--- src/rtl/ex_mem_pkg.sv ---
`default_nettype none
// ============================================================================
// Module   : ex_mem_pkg
// Purpose  : Shared types for the EX/MEM pipeline boundary of the LEGv8
//            datapath: payload widths, the memory/writeback control bundle,
//            the packed payload record carried through the boundary, and the
//            occupancy encoding used by the skid buffer.
// Ports    : none (package)
// Revision : 1.0 - initial release
// ============================================================================
package ex_mem_pkg;

  localparam int DATA_W = 64;
  localparam int REG_W  = 5;

  // Field order matches the 5-bit control bus {branch, mem_read, mem_write,
  // reg_write, mem_to_reg}, so a plain cast maps bus bits onto fields.
  typedef struct packed {
    logic branch;
    logic mem_read;
    logic mem_write;
    logic reg_write;
    logic mem_to_reg;
  } ctrl_t;

  typedef struct packed {
    logic [DATA_W-1:0] alu_result;
    logic              zero;
    logic [DATA_W-1:0] write_data;
    logic [DATA_W-1:0] pc_branch;
    logic [REG_W-1:0]  rd;
    ctrl_t             ctrl;
  } ex_mem_t;

  localparam int EX_MEM_W = $bits(ex_mem_t);

  // Occupancy of the 2-entry skid buffer. Bit 0 is the head (main) valid,
  // bit 1 the skid valid; the skid is only ever occupied behind a full head,
  // so 2'b10 is unreachable.
  typedef enum logic [1:0] {
    BUF_EMPTY = 2'b00,
    BUF_HEAD  = 2'b01,
    BUF_BOTH  = 2'b11
  } buf_state_t;

endpackage : ex_mem_pkg
`default_nettype wire

--- src/rtl/pipe_skid_buf.sv ---
`default_nettype none
// ============================================================================
// Module   : pipe_skid_buf
// Purpose  : Generic 2-entry valid/ready skid buffer with synchronous flush.
//            in_ready comes straight from a register, so a downstream stall
//            never produces a combinational ready path back upstream.
// Ports    : clk, reset (async, active-high), flush (sync squash)
//            in_valid / in_ready / in_data    - upstream handshake + payload
//            out_valid / out_ready / out_data - downstream handshake + payload
// Revision : 1.0 - initial release
// ============================================================================
module pipe_skid_buf
  import ex_mem_pkg::*;
#(
  parameter int WIDTH = 8
) (
  input  logic             clk,
  input  logic             reset,
  input  logic             flush,
  input  logic             in_valid,
  output logic             in_ready,
  input  logic [WIDTH-1:0] in_data,
  output logic             out_valid,
  input  logic             out_ready,
  output logic [WIDTH-1:0] out_data
);

  buf_state_t       state;
  buf_state_t       state_next;

  logic [WIDTH-1:0] main_data;
  logic [WIDTH-1:0] skid_data;

  logic             accept;
  logic             pop;
  logic             load_main_in;
  logic             load_main_skid;
  logic             load_skid;

  assign out_valid = (state != BUF_EMPTY);
  assign in_ready  = (state != BUF_BOTH);
  assign out_data  = main_data;

  assign accept = in_valid & in_ready;
  assign pop    = out_valid & out_ready;

  // --------------------------------------------------------------------------
  // Occupancy state register
  // --------------------------------------------------------------------------
  always_ff @(posedge clk or posedge reset) begin
    if (reset) begin
      state <= BUF_EMPTY;
    end else begin
      state <= state_next;
    end
  end

  // --------------------------------------------------------------------------
  // Next-state and load decisions
  // --------------------------------------------------------------------------
  always_comb begin
    state_next     = state;
    load_main_in   = 1'b0;
    load_main_skid = 1'b0;
    load_skid      = 1'b0;

    if (flush) begin
      // Squash wins over accept and pop; nothing is loaded, so any incoming
      // entry is dropped and payload registers keep their old contents.
      state_next = BUF_EMPTY;
    end else begin
      case (state)
        BUF_EMPTY: begin
          if (accept) begin
            load_main_in = 1'b1;
            state_next   = BUF_HEAD;
          end
        end

        BUF_HEAD: begin
          if (pop && accept) begin
            // Pass-through: the new entry replaces the leaving head directly.
            load_main_in = 1'b1;
          end else if (pop) begin
            state_next = BUF_EMPTY;
          end else if (accept) begin
            // Head is stalled; park the new entry so upstream sees the stall
            // only on the following cycle.
            load_skid  = 1'b1;
            state_next = BUF_BOTH;
          end
        end

        BUF_BOTH: begin
          // in_ready is low here, so only a pop can change anything.
          if (pop) begin
            load_main_skid = 1'b1;
            state_next     = BUF_HEAD;
          end
        end

        default: begin
          state_next = BUF_EMPTY;
        end
      endcase
    end
  end

  // --------------------------------------------------------------------------
  // Payload registers
  // --------------------------------------------------------------------------
  always_ff @(posedge clk or posedge reset) begin
    if (reset) begin
      main_data <= '0;
      skid_data <= '0;
    end else begin
      if (load_main_in) begin
        main_data <= in_data;
      end else if (load_main_skid) begin
        main_data <= skid_data;
      end

      if (load_skid) begin
        skid_data <= in_data;
      end
    end
  end

endmodule : pipe_skid_buf
`default_nettype wire

--- src/rtl/ex_mem_stage.sv ---
`default_nettype none
// ============================================================================
// Module   : ex_mem_stage
// Purpose  : EX/MEM pipeline boundary of the 64-bit LEGv8 datapath. Registers
//            the ALU result, zero flag, store data, branch target, destination
//            register and memory/writeback control through a 2-entry skid
//            buffer, and resolves CBZ/B from the registered head entry.
// Ports    : clk, reset (async, active-high), flush (sync squash)
//            in_valid/in_ready + in_alu_result, in_zero, in_write_data,
//              in_pc_branch, in_rd, in_ctrl   - from execute
//            out_valid/out_ready + out_alu_result, out_zero, out_write_data,
//              out_pc_branch, out_rd, out_ctrl - to data memory
//            branch_taken - head is a valid branch with its zero flag set
// Revision : 1.0 - initial release
// ============================================================================
module ex_mem_stage #(
  parameter int DATA_W = ex_mem_pkg::DATA_W,
  parameter int REG_W  = ex_mem_pkg::REG_W
) (
  input  logic              clk,
  input  logic              reset,
  input  logic              flush,

  input  logic              in_valid,
  output logic              in_ready,
  input  logic [DATA_W-1:0] in_alu_result,
  input  logic              in_zero,
  input  logic [DATA_W-1:0] in_write_data,
  input  logic [DATA_W-1:0] in_pc_branch,
  input  logic [REG_W-1:0]  in_rd,
  input  logic [4:0]        in_ctrl,

  output logic              out_valid,
  input  logic              out_ready,
  output logic [DATA_W-1:0] out_alu_result,
  output logic              out_zero,
  output logic [DATA_W-1:0] out_write_data,
  output logic [DATA_W-1:0] out_pc_branch,
  output logic [REG_W-1:0]  out_rd,
  output logic [4:0]        out_ctrl,

  output logic              branch_taken
);

  // The payload record is fixed by the package; DATA_W/REG_W here must match
  // the package widths for the field assignments below to be lossless.
  ex_mem_pkg::ex_mem_t payload_in;
  ex_mem_pkg::ex_mem_t payload_out;
  ex_mem_pkg::ctrl_t   head_ctrl;

  always_comb begin
    payload_in            = '0;
    payload_in.alu_result = in_alu_result;
    payload_in.zero       = in_zero;
    payload_in.write_data = in_write_data;
    payload_in.pc_branch  = in_pc_branch;
    payload_in.rd         = in_rd;
    payload_in.ctrl       = ex_mem_pkg::ctrl_t'(in_ctrl);
  end

  pipe_skid_buf #(
    .WIDTH (ex_mem_pkg::EX_MEM_W)
  ) u_skid_buf (
    .clk       (clk),
    .reset     (reset),
    .flush     (flush),
    .in_valid  (in_valid),
    .in_ready  (in_ready),
    .in_data   (payload_in),
    .out_valid (out_valid),
    .out_ready (out_ready),
    .out_data  (payload_out)
  );

  assign head_ctrl      = payload_out.ctrl;

  assign out_alu_result = payload_out.alu_result;
  assign out_zero       = payload_out.zero;
  assign out_write_data = payload_out.write_data;
  assign out_pc_branch  = payload_out.pc_branch;
  assign out_rd         = payload_out.rd;
  assign out_ctrl       = payload_out.ctrl;

  // Payload may be stale after a pop or flush, so gate with the head valid.
  assign branch_taken   = out_valid & head_ctrl.branch & payload_out.zero;

endmodule : ex_mem_stage
`default_nettype wire

--- config.mk ---
export PLATFORM = sky130hd
export DESIGN_NAME = ex_mem_stage
export DESIGN_NICKNAME = d
export VERILOG_FILES = /design/src/rtl/ex_mem_pkg.sv /design/src/rtl/pipe_skid_buf.sv /design/src/rtl/ex_mem_stage.sv
export SDC_FILE = /design/constraint.sdc
export NUM_CORES = 1
export LEC_CHECK = 0
export CAP_MARGIN = 20
export CORE_MARGIN = 10
export CORE_UTILIZATION = 50
export DETAILED_ROUTE_END_ITERATION = 16
export GPL_TIMING_DRIVEN = 0
export PLACE_DENSITY = 0.81
export SETUP_SLACK_MARGIN = 0.05
export SLEW_MARGIN = 10
export SYNTH_ARGS = -nofsm -noshare
export SYNTH_HDL_FRONTEND = slang
export SYNTH_SLANG_ARGS = --single-unit
--- constraint.sdc ---
create_clock -name clk -period 15.6 [get_ports clk]
set_input_delay 3.12 -clock clk [delete_from_list [all_inputs] [get_ports clk]]
set_output_delay 3.12 -clock clk [all_outputs]
set_load 0.01 [all_outputs]
==> metrics.md, run 1 <==
| Metric | Value |
|---|---|
| Worst path max stage delay | 0.61 ns |
| Startpoint types | flip-flop |
| Area after DPL | 21700 um^2 |
| Number of setup buffers added after CTS | 0 |
| Worst Path Required | 12.48 ns |
| Critical path arrival | 2.14 ns |
| Ys async rst share | 100% |
| Synth Area per Inst | 11.0 um^2 |
| Fmax | 190 MHz |
| Final Setup Violations | 0 |
| Routability Congestion | 0.820 |
| Crit path setup slack, layout | 10.34 ns |
| Design Power | 4.55 mW |
| Area Overhead vs Synth | 36.9% |
| RSZ-0062 raised after global routing | no |
| Vias in the first global route | 14046 |
| Count leader, synth | nand2_1 |
| Max Clock Skew | 0.0225 ns |
| Prevailing post-synth register cell | dfrtp_1 |
| Placed Cells | 2406 |
| Actual slew at the worst max-slew pin | 0.620 ns |
| Clock transition at path regs | 0.06 ns |
| WP buf/inv | 3 |
| Initial antenna violation count | 8 |
| PD cells | 196 nW/um^2 |
| Synth unique cells | 30 |
| Register area share after synthesis | 60.2% |
| Initial Utilization | 50.6% |
| Crit. End Element | primary output |
| Critical path's top delay family | buffers and inverters |
| Final slew viol count | 0 |
| Routed vias/inst | 5.31 |
| Max clock buf depth | 3 |
| Hold buffer count at CTS | 0 |
| DR WL/cell | 20.6 um |
| Die area | 41700 um^2 |
| Die X | 204 um |
| Number of flops mapped to enable cells by yosys | 0 |
| Clock Sinks | 408 |
| IO Pins | 414 |
| Pre-CTS WS | 10.40 ns |
| Via count | 13228 |
| Hold Crit Class | flip-flop to flip-flop |
| Die Span Y | 204 um |
| Routed wire length | 51.2 mm |
| DRC | 0 |
| Period minus WS final | 5.26 ns |
| First-pass GRT wire length | 78.9 mm |
| FF+latch count, synth | 408 |
| DRT Pass-1 Iters | 7 |
| Antenna-violating nets left | 0 |
| H-tree depth | 2 |
| Rows | 67 |
| CP Cell Sequence | inv_1, ha_1, inv_1, and3_1, clkdlybuf4s50_1 |
| Cell taking the most area after synthesis | dfrtp_1 |
| Drt first-iter violations | 871 |
| Gr usage total | 23.8% |
| Port bufs | 413 |
| Area of the mapped netlist | 17000 um^2 |
| Synth top area share | 60.2% |
| Ranking of synthesized cells by area | dfrtp_1, nand2_1, mux2_4 |
| Worst-Skew Late Latency | 0.54 ns |
| Fin. Hold Viols | 0 |
| Core area | 33500 um^2 |
| Top post-synthesis cells by count | nand2_1, dfrtp_1, nand3_1, mux2_4, mux2_1 |
| Synth Instances | 1542 |
| Lkg Pwr | 10.9 nW |
| CTS tree | built |
| TritonCTS buffer count | 43 |
| Slowest library cell on the worst path | clkdlybuf4s50_1 |
| Cell mode on critical path | inv_1 |
| Slew Limit Headroom | 58.7% |
| Final Instance Area | 23200 um^2 |
| Tcrit/Tclk final | 33.7% |
| Status | finished, final reports clean |
| Overflow after GRT | 0 |
| Max FO, Critical Path | 6 |
| CTS-repair resized insts | 0 |
| Detail Placement HPWL | 36.9 mm |
| Worst vdd ir | 0.000133 V |
| Final Non-Filler Cells | 2491 |
| Crit Path Class | flip-flop to primary output |
| Layout cell share with drive strength beyond 1 | 13.3% |
| Layout Nets | 2215 |
| Clock root buffer | clkbuf_16 |
| Largest net degree at the start of global routing | 112 |
| Max-cap violations | 0 |
| YS warnings | 0 |
| Syn_nets | 1754 |
[tightest hold or removal path: cells and delay by family, from the launching register on]
family / cells / cell delay [ns]
flip-flops: 1 / 0.34
AND/OR/NAND/NOR: 2 / 0.12
[through the flow]
stage / utilization [%] / hold WS [ns] / TNS, ns
after global placement: 64.6 / 0.463 / -1335.43
after global routing: 69.2 / 0.491 / 0
after detailed placement: 64.8 / 0.475 / 0
after floorplan: - / 0.456 / 0
after CTS: 69.1 / 0.476 / 0
final: 69.2 / 0.477 / 0
[sequential cells by signal, indices dropped and copies added, names as in the netlist]
signal                cells
u_skid_buf.skid_data    203
u_skid_buf.state          2
u_skid_buf.out_data     203
[cell type report]
cell class / count / area (um^2)
diodes: 9 / 22.5
plain buffers: 90 / 544
clock buffers: 66 / 1320
clock inverters: 10 / 128
fillers: 2400 / 10300
inverters: 6 / 30.0
multi-input cells: 1038 / 6180
flip-flops and latches: 408 / 10200
well taps: 448 / 561
repair buffers: 416 / 4220
[per-layer routing]
metal	track usage (%)	vias up	share of wire, %
li1	-	5978	-
met3	7.86	92	9.1
met5	0	-	0.016
met2	39.9	476	49
met4	8.36	2	3.3
met1	28.1	6680	38
[path summary, 6_finish.rpt]
kind	start	endpoint	slack, ns	cells after the start
setup / recovery	u_skid_buf.state[1]	branch_taken	10.34	5
hold / removal	u_skid_buf.skid_data[185]	u_skid_buf.out_data[185]	0.48	2
setup reg to reg	u_skid_buf.state[1]	u_skid_buf.out_data[98]	13.36	8
hold reg to reg	u_skid_buf.skid_data[185]	u_skid_buf.out_data[185]	0.48	2
max in group asynchronous	reset	u_skid_buf.out_data[120]	11.01	4
min in group asynchronous	reset	u_skid_buf.skid_data[31]	3.08	2
[cells in the final DEF, fill, tap and decap left out, drive strengths merged]
master         netlist  final
nand2              609    609
clkdlybuf4s50        0    413
dfrtp              408    408
mux2               203    203
nand3              202    202
clkbuf              19     85
buf                 71     74
diode                0      9
clkinv               0      6
inv                  6      6
ha                   4      4
nand2b               3      3
bufinv               0      3
a21oi                3      3
a22oi                2      2
nor3b                1      1
a21o                 1      1
and2                 1      1
and4bb               1      1
and3                 1      1
a211oi               1      1
nor2                 1      1
a2111oi              1      1
nand3b               1      1
o2bb2ai              1      1
o21ai                1      1
a2111o               1      1
clkinvlp             0      1
[logic make-up (layout without fill, tap and decap cells)]
logic type      after synthesis  after routing  synth area share, %
flops                       408            408                 60.2
compound gates               11             11                0.531
buf+inv                      96            588                 3.34
other cells                   0              9                    0
mux                         203            203                 15.7
fa+ha+maj                     4              4                0.295
simple gates                820            820                 19.9
[power breakdown]
part | leakage (nW) | switching (mW) | internal (mW)
Clock | 0.712 | 0.412 | 0.628
Combinational | 5.15 | 0.706 | 0.923
Sequential | 5.00 | 0.303 | 1.57
Total | 10.9 | 1.42 | 3.12
No activity file was read; power rests on OpenSTA's default activity.
==> run 2, diff against run 1 <==
--- a/config.mk
+++ b/config.mk
@@ -7,10 +7,10 @@
 export LEC_CHECK = 0
 export CAP_MARGIN = 20
 export CORE_MARGIN = 10
-export CORE_UTILIZATION = 50
+export CORE_UTILIZATION = 45
 export DETAILED_ROUTE_END_ITERATION = 16
 export GPL_TIMING_DRIVEN = 0
-export PLACE_DENSITY = 0.81
+export PLACE_DENSITY = 0.77
 export SETUP_SLACK_MARGIN = 0.05
 export SLEW_MARGIN = 10
 export SYNTH_ARGS = -nofsm -noshare
==> constraint.sdc (replaced) <==
create_clock -name clk -period 4.46 [get_ports clk]
set_input_delay 0.892 -clock clk [delete_from_list [all_inputs] [get_ports clk]]
set_output_delay 0.892 -clock clk [all_outputs]
set_load 0.01 [all_outputs]
==> run 2 against run 1 <==
- final cell count grew 2.6%
- sequential power grew to 3.5 times the previous value
- worst setup slack worse by 9.0 ns
- clock skew down 0.0094 ns
- via count down 0.67%
- critical path depth stayed put
- core utilization decreased by 6.5 points
- flip-flop and latch count unchanged
- routed wire length is 1.0% higher
- global-route usage fell by 1.8 points
- sequential share of layout area down 0.44 points
- critical path type unchanged
- highest routed layer unchanged
==> metrics.md, run 2 (synthesis results as in run 1) <==
| Metric | Value |
|---|---|
| Via count | 13140 (was 13228) |
| Critical path's top delay family | buffers and inverters (unchanged) |
| Largest net degree at the start of global routing | 41 (was 112) |
| Initial Utilization | 45.3% (was 50.6%) |
| H-tree depth | 2 (unchanged) |
| Fmax | 322 MHz |
| Commonest non-fill, non-tap cell in the layout | nand2_1 (unchanged) |
| Routability Congestion | 0.829 (was 0.820) |
| DR WL/cell | 20.2 um (was 20.6 um) |
| Gr usage total | 22.0% (was 23.8%) |
| Area Overhead vs Synth | 38.3% (was 36.9%) |
| Worst Path Required | 3.57 ns (was 12.48 ns) |
| TritonCTS buffer count | 43 (unchanged) |
| Hold Crit Class | flip-flop to flip-flop (unchanged) |
| PD cells | 680 nW/um^2 (was 196 nW/um^2) |
| Period minus WS final | 3.11 ns |
| Hold buffer count at CTS | 0 (unchanged) |
| Final Non-Filler Cells | 2557 (was 2491) |
| Die X | 214 um (was 204 um) |
| Max-cap violations | 0 (unchanged) |
| Slew Limit Headroom | 44.5% (was 58.7%) |
| Actual slew at the worst max-slew pin | 0.830 ns (was 0.620 ns) |
| Max clock buf depth | 3 (unchanged) |
| Max Clock Skew | 0.0131 ns (was 0.0225 ns) |
| Final slew viol count | 0 (unchanged) |
| CP Cell Sequence | inv_1, ha_1, inv_1, and3_1, clkdlybuf4s50_1 (unchanged) |
| First-pass GRT wire length | 80.9 mm (was 78.9 mm) |
| Worst vdd ir | 0.000458 V (was 0.000133 V) |
| Lkg Pwr | 10.9 nW (about the same) |
| Area after DPL | 22000 um^2 (was 21700 um^2) |
| Clock Sinks | 408 (unchanged) |
| Initial antenna violation count | 5 (was 8) |
| Clock root buffer | clkbuf_16 (unchanged) |
| Status | finished, final reports clean (unchanged) |
| CTS-repair resized insts | 0 (unchanged) |
| Routed vias/inst | 5.14 (was 5.31) |
| Die area | 45800 um^2 (was 41700 um^2) |
| Startpoint types | flip-flop (unchanged) |
| Die Span Y | 214 um (was 204 um) |
| Cell mode on critical path | inv_1 (unchanged) |
| Number of setup buffers added after CTS | 0 (unchanged) |
| Core area | 37400 um^2 (was 33500 um^2) |
| Final Setup Violations | 0 (unchanged) |
| Most frequent cells in the layout | nand2_1, clkdlybuf4s50_1, dfrtp_1 (unchanged) |
| Design Power | 15.9 mW (was 4.55 mW) |
| DRC | 0 (unchanged) |
| Worst path max stage delay | 0.59 ns (was 0.61 ns) |
| Clock transition at path regs | 0.06 ns (about the same) |
| Port bufs | 413 (unchanged) |
| Tcrit/Tclk final | 69.7% |
| Routed wire length | 51.8 mm (was 51.2 mm) |
| Max FO, Critical Path | 6 (unchanged) |
| Fin. Hold Viols | 0 (unchanged) |
| Rows | 71 (was 67) |
| Drt first-iter violations | 792 (was 871) |
| CTS tree | built (unchanged) |
| Worst-Skew Late Latency | 0.57 ns (was 0.54 ns) |
| Crit path setup slack, layout | 1.35 ns (was 10.34 ns) |
| DRT Pass-1 Iters | 5 (was 7) |
| Crit Path Class | flip-flop to primary output (unchanged) |
| Pre-CTS WS | 1.34 ns (was 10.40 ns) |
| Placed Cells | 2478 (was 2406) |
| Crit. End Element | primary output (unchanged) |
| Detail Placement HPWL | 38.1 mm (was 36.9 mm) |
| Antenna-violating nets left | 0 (unchanged) |
| Final Instance Area | 23400 um^2 (was 23200 um^2) |
| Slowest library cell on the worst path | clkdlybuf4s50_1 (unchanged) |
| RSZ-0062 raised after global routing | no (unchanged) |
| Vias in the first global route | 14102 (was 14046) |
| Critical path arrival | 2.22 ns (was 2.14 ns) |
| WP buf/inv | 3 (unchanged) |
| Layout Nets | 2224 (was 2215) |
| Overflow after GRT | 0 (unchanged) |
| IO Pins | 414 (unchanged) |
| Layout cell share with drive strength beyond 1 | 13.7% (was 13.3%) |
run 2: cell count changes in the layout (fill, tap and decap cells not counted), sizes merged:
cell,before,now
diode,9,3
buf,74,83
clkinv,6,8
bufinv,3,4
clkbuf,85,82
run 2: layout make-up:
cell class | count | area (um^2)
antenna | 3 | 7.51
buffer | 90 | 544
clock buffer | 63 | 1270
clock inverter | 13 | 180
fill | 2857 | 14000
inverter | 6 | 26.3
multi-input combinational | 1038 | 6180
sequential | 408 | 10200
tap | 511 | 639
timing repair buffer | 425 | 4380
run 2: worst paths after layout:
path	from	to	slack, ns	cells past startpoint
min in group asynchronous	reset	u_skid_buf.out_data[189]	0.83	2
setup reg to reg	u_skid_buf.state[1]	u_skid_buf.out_data[136]	2.07	8
setup / recovery	u_skid_buf.state[1]	branch_taken	1.35	5
hold reg to reg	u_skid_buf.skid_data[170]	u_skid_buf.out_data[170]	0.48	2
hold / removal	u_skid_buf.skid_data[170]	u_skid_buf.out_data[170]	0.48	2
max in group asynchronous	reset	u_skid_buf.out_data[75]	2.14	7
run 2: worst reg2reg max path, cell delays in order, from the launching register on:
cell and delay [ns]:
dfrtp_1 0.43, inv_1 0.10, ha_1 0.25, and4bb_1 0.27
buf_4 0.16, buf_2 0.32, buf_1 0.55, nand2_1 0.14
nand3_1 0.11
run 2: stage by stage:
stage                     hold slack, ns  util, %   TNS, ns
after floorplan                    0.456        -   -787.30
after global placement             0.463     58.1  -1796.90
after detailed placement           0.472     58.8         0
after CTS                          0.487     62.7         0
after global routing               0.503     62.7         0
final                              0.481     62.7         0
run 2: routing by layer:
| layer | global-route usage, % | vias to the layer above | part of all wire (%) |
|---|---|---|---|
| met1 | 26.1 | 6636 | 40 |
| met3 | 7.81 | 63 | 8.6 |
| li1 | - | 5995 | - |
| met5 | 0 | - | 0.033 |
| met4 | 7.19 | 4 | 2.4 |
| met2 | 36.5 | 442 | 49 |
run 2: report_power, final:
part | switching [mW] | internal [mW]
Clock | 1.47 | 2.21
Sequential | 1.05 | 5.50
Combinational | 2.47 | 3.24
Total | 4.99 | 11.0
